**config.mk**
```make
export PLATFORM = sky130hd
export DESIGN_NAME = dual_issue_hold
export DESIGN_NICKNAME = d
export VERILOG_FILES = /design/src/rtl/dual_issue_hold.sv
export SDC_FILE = /design/constraint.sdc
export NUM_CORES = 1
export LEC_CHECK = 0
export ABC_AREA = 1
export CORE_MARGIN = 3
export CORE_UTILIZATION = 50
export DETAILED_ROUTE_END_ITERATION = 16
export GPL_TIMING_DRIVEN = 0
export PLACE_DENSITY = 0.79
export SLEW_MARGIN = 5
export SYNTH_ARGS = -nofsm -noshare
export SYNTH_HDL_FRONTEND = slang
export SYNTH_SLANG_ARGS = --single-unit
```
**constraint.sdc**
```tcl
create_clock -name clk -period 7.8 [get_ports clk]
set_input_delay 1.95 -clock clk [delete_from_list [all_inputs] [get_ports clk]]
set_output_delay 1.95 -clock clk [all_outputs]
set_load 0.05 [all_outputs]
```
**src/rtl/dual_issue_hold.sv**
```systemverilog
// dual_issue_hold: buffers decoded even/odd pairs and issues them together once both pipes are hazard-free.
// Optional feature macro ISSUE_STALL_CNT_EN enables the saturating hold-cycle counter on stall_cnt.
module dual_issue_hold #(
  parameter int DEPTH = 2,
  parameter int CNT_W = 32
) (
  input  logic             clk,
  input  logic             reset,
  input  logic             dec_valid,
  output logic             dec_ready,
  input  logic [0:39]      dec_even,
  input  logic [0:39]      dec_odd,
  input  logic [0:23]      dec_even_src,
  input  logic [0:15]      dec_odd_src,
  output logic [0:7]       ra_even_addr,
  output logic [0:7]       rb_even_addr,
  output logic [0:7]       rc_even_addr,
  output logic [0:7]       ra_odd_addr,
  output logic [0:7]       rb_odd_addr,
  input  logic             stall_even_raw,
  input  logic             stall_odd_raw,
  input  logic             branch_taken,
  output logic [0:39]      iss_even,
  output logic [0:39]      iss_odd,
  output logic             iss_valid,
  output logic [CNT_W-1:0] stall_cnt
);

  localparam int PTR_W = $clog2(DEPTH);
  localparam int CW    = $clog2(DEPTH + 1);
  localparam int EW    = 120;
  localparam logic [0:7] NO_SRC = 8'hFF;

  typedef enum logic [1:0] {
    RUN   = 2'd0,
    HOLD  = 2'd1,
    FLUSH = 2'd2
  } state_t;

  state_t state, state_next;

  logic             accept_en;
  logic [0:EW-1]    entry [DEPTH];
  logic [0:EW-1]    head;
  logic [0:EW-1]    push_data;
  logic [PTR_W-1:0] rd_ptr, wr_ptr;
  logic [CW-1:0]    count;
  logic             head_valid;
  logic             any_stall;
  logic             fire;
  logic             push;
  logic             hold_cycle;

  function automatic logic [PTR_W-1:0] ptr_inc(input logic [PTR_W-1:0] p);
    return (p == PTR_W'(DEPTH - 1)) ? '0 : p + 1'b1;
  endfunction

  // Entry layout: {even bundle, odd bundle, even sources, odd sources}
  assign push_data  = {dec_even, dec_odd, dec_even_src, dec_odd_src};
  assign head       = entry[rd_ptr];
  assign head_valid = (count != '0);
  assign any_stall  = stall_even_raw | stall_odd_raw;

  // dec_ready depends only on registered state, never on the stall inputs
  assign dec_ready  = !reset && accept_en && (count < CW'(DEPTH));
  assign push       = dec_valid && dec_ready && !branch_taken;
  assign fire       = head_valid && !any_stall && !branch_taken;
  assign hold_cycle = head_valid && any_stall && !branch_taken;

  genvar gi;
  generate
    for (gi = 0; gi < DEPTH; gi++) begin : g_entry
      logic [0:EW-1] data;

      always_ff @(posedge clk) begin
        if (push && (wr_ptr == PTR_W'(gi))) begin
          data <= push_data;
        end
      end

      assign entry[gi] = data;
    end
  endgenerate

  always_ff @(posedge clk or posedge reset) begin
    if (reset) begin
      rd_ptr <= '0;
      wr_ptr <= '0;
      count  <= '0;
    end else if (branch_taken) begin
      rd_ptr <= '0;
      wr_ptr <= '0;
      count  <= '0;
    end else begin
      if (push) begin
        wr_ptr <= ptr_inc(wr_ptr);
      end
      if (fire) begin
        rd_ptr <= ptr_inc(rd_ptr);
      end
      case ({push, fire})
        2'b10:   count <= count + 1'b1;
        2'b01:   count <= count - 1'b1;
        default: count <= count;
      endcase
    end
  end

  assign ra_even_addr = head_valid ? head[80:87]   : NO_SRC;
  assign rb_even_addr = head_valid ? head[88:95]   : NO_SRC;
  assign rc_even_addr = head_valid ? head[96:103]  : NO_SRC;
  assign ra_odd_addr  = head_valid ? head[104:111] : NO_SRC;
  assign rb_odd_addr  = head_valid ? head[112:119] : NO_SRC;

  always_ff @(posedge clk or posedge reset) begin
    if (reset) begin
      state <= RUN;
    end else begin
      state <= state_next;
    end
  end

  always_comb begin
    state_next = state;
    if (branch_taken) begin
      state_next = FLUSH;
    end else begin
      case (state)
        RUN:     state_next = hold_cycle ? HOLD : RUN;
        HOLD:    state_next = fire ? RUN : (hold_cycle ? HOLD : RUN);
        FLUSH:   state_next = RUN;
        default: state_next = RUN;
      endcase
    end
  end

  always_comb begin
    accept_en = 1'b1;
    case (state)
      FLUSH:   accept_en = 1'b0;
      default: accept_en = 1'b1;
    endcase
  end

  // Both halves leave together; anything but a firing head issues a nop
  always_ff @(posedge clk or posedge reset) begin
    if (reset) begin
      iss_even  <= '0;
      iss_odd   <= '0;
      iss_valid <= 1'b0;
    end else if (fire) begin
      iss_even  <= head[0:39];
      iss_odd   <= head[40:79];
      iss_valid <= 1'b1;
    end else begin
      iss_even  <= '0;
      iss_odd   <= '0;
      iss_valid <= 1'b0;
    end
  end

`ifdef ISSUE_STALL_CNT_EN
  logic [CNT_W-1:0] stall_cnt_reg;

  always_ff @(posedge clk or posedge reset) begin
    if (reset) begin
      stall_cnt_reg <= '0;
    end else if (hold_cycle && (stall_cnt_reg != '1)) begin
      stall_cnt_reg <= stall_cnt_reg + 1'b1;
    end
  end

  assign stall_cnt = stall_cnt_reg;
`else
  assign stall_cnt = '0;
`endif

endmodule

```
==> metrics.yaml <==
setup_path:
  worstPathRequired_ns: 5.85
  r2r-start: "count[1]"
  cp-end-kind: "primary output"
  slowest_stage: "clkdlybuf4s50_1"
  critPathMostFrequentCell: "clkdlybuf4s50_1"
  critPathBufInv: 4
  worstPathArrival_ns: 4.15
  path_delay_family: "buffers and inverters"
  worst-setup-path-type: "input port to primary output"
  startpoint: "reset"
  max_stage_delay_ns: 0.86
  crit_chain: "clkdlybuf4s50_1 > inv_4 > buf_16 > nand2_1 > nor2_1 > clkdlybuf4s50_1"
  worstSetupStartpointType: "input port"
  critPathMaxFanout: 58
global_routing:
  grt.total_usage_pct: 20.1
  grt_pass1_vias: 7500
  grt_pass1_wl_mm: 39.9
  grt_antenna_before_repair: 0
  grt_max_degree: 59
  grt_overflow: 0
floorplanning:
  die_w_um: 160
  die-area_um2: 25600
  ioPinCount: 280
  initial_utilization_pct: 51.6
  die_h_um: 160
  core-area_um2: 23000
  rows: 55
yosys:
  synth_edf_count: 240
  synth.most_common_cell: "nand2_1"
  synth_area_leaders: "edfxtp_1 61%, dfrtp_1 18%, nand2_1 8.0%"
  synth_top_area_share_pct: 60.7
  ys_seq_area_share_pct: 79.0
  yosysTopAreaCell: "edfxtp_1"
  ys.warnings.count: 0
  postSynthAreaPerCell_um2: 14.8
  syn_inst: 803
  synth_commonest_cells: "254 x nand2_1, 240 x edfxtp_1, 87 x dfrtp_1"
  synthFlopType: "edfxtp_1"
  synth-seq-cells: 327
  syn_area_um2: 11900
  postSynth.asyncResetShare_pct: 26.6
  yosysUniqueCellTypes: 23
timing:
  hold_ws_ns: 0.437
  finalSetupViolCount: 0
  max_slew_margin_pct: 62.1
  skew_ns: 0.00940
  tightest_slew_ns: 0.566
  hold_viol: 0
  min_period_over_period_pct: 78.2
  rsz0062_at_grt: "false"
  fin_ws_ns: 1.70
  maxSlewViolCount: 0
  clock.fmax_mhz: 164
  min_period_ns: 6.10
  setup_tns_ns: 0
route:
  drt_first_pass_iters: 4
  routed_wirelength_mm: 25.8
  initialDrtViolationCount: 371
  vias_per_cell: 4.87
  ant_nets: 0
  drcViolationCount: 0
  num_vias: 7143
  post_drt_wl_per_cell_um: 17.6
finish:
  final_util_pct: 70.6
  fill_cells: 1534
  n_antenna_cell: 0
  layout-drive-gt1-share_pct: 18.6
  final_area_um2: 16200
  synthToLayoutAreaGrowth_pct: 36.7
  final_nets: 1254
clock_tree:
  htreeDepth: 2
  cts_root_buffer: "clkbuf_16"
  cts_made_buffers: 34
  clockBufferDepth: 3
  cts-resized-gates: 0
  cts.sinks: 327
  post_cts_buffers: 0
  clock_latency_ns: 0.49
  cts_tree: "built"
  ctsHoldBuffers: 0
  clkTransAtPathRegs_ns: 0.06
place:
  post-place-ws_ns: 1.61
  gp_congestion: 0.755
  placed_cell_area_um2: 15100
  io_buffers: 247
  dp_hpwl_mm: 18.0
hold_path:
  hold_path.class: "flop to flop"
  min-delay-start: "state[1]"
flow_run:
  maxCapViolCount: 0
outcome:
  outcome: "finished, final reports clean"
power:
  vdd_drop_max_uv: 253
  powerDensity_nw_per_um2: 273
  power.leakage_uw: 0.00619
[placed cells by master, fill, tap and decap left out, types with 8 or more instances in the layout]
cell             count
buf_2               21
buf_6                8
nand2_1            254
clkdlybuf4s50_1    247
dfrtp_1             87
clkinv_2            11
clkbuf_1            15
edfxtp_1           240
nand3_1             43
clkbuf_16           37
conb_1              32
a21oi_2             80
buf_4               32
[routing by layer]
layer  vias to the layer above  global-route usage, %  routed length [um]
li1                       3364                      -                   -
met5                         -                      0                   0
met2                       292                   35.5               13100
met1                      3435                   22.4                9370
met3                        52                   7.68                2550
met4                         0                   6.35                 731
[metrics by stage]
stage | cells | total power (uW)
floorplan | 834 | 2570
global placement | 1394 | 2900
detailed placement | 1405 | 2920
CTS | 1467 | 4470
global route | 1467 | 4600
finish | 1467 | 4430
[registers in the layout, summed over array words and instances, names as in the netlist]
| name | cells |
|---|---|
| count | 2 |
| state | 2 |
| iss_valid | 1 |
| iss_odd | 40 |
| rd_ptr | 1 |
| iss_even | 40 |
| g_entry.data | 240 |
| wr_ptr | 1 |
[worst reg2reg max path, cell delays in order, from the launching register on]
cell and delay (ns):
dfrtp_1 0.46, nor2_1 0.16, nand4_1 0.27, nor2_4 0.39, buf_12 0.26, buf_16 0.20
buf_16 0.17
[final timing paths]
check / to / slack [ns] / cells after the start
max: dec_ready / 1.70 / 6
min: state[0] / 0.44 / 1
max reg2reg: g_entry[1].data[76] / 5.59 / 6
min reg2reg: state[0] / 0.44 / 1
max in group asynchronous: iss_odd[26] / 5.29 / 3
min in group asynchronous: iss_odd[9] / 1.85 / 2
[power by group]
part	internal, uW	total (uW)	switching, uW
logic	291	936	645
registers	1930	1950	20.3
clock network	924	1540	619
[final cells by class]
| cell class | count | area (um2) | share of cell area (%) |
|---|---|---|---|
| inverter | 9 | 36.3 | 0.224 |
| clock buffer | 45 | 986 | 6.08 |
| multi-input combinational | 427 | 2110 | 13.0 |
| sequential | 327 | 9380 | 57.8 |
| tap | 313 | 392 | 2.41 |
| timing repair buffer | 258 | 2730 | 16.8 |
| buffer | 71 | 473 | 2.92 |
| clock inverter | 17 | 111 | 0.686 |
[kinds of logic (layout without fill, tap and decap cells)]
family,after synthesis,in the layout,synth area share (%)
buffers and inverters,80,400,4.27
xor gates and xnor gates,1,1,0.0738
other,1,32,0.0316
and+or+nand+nor,310,310,10.5
DFF,327,327,79.0
AOI/OAI and AO/OA,84,84,6.09
(Power assumes the default switching activity.)
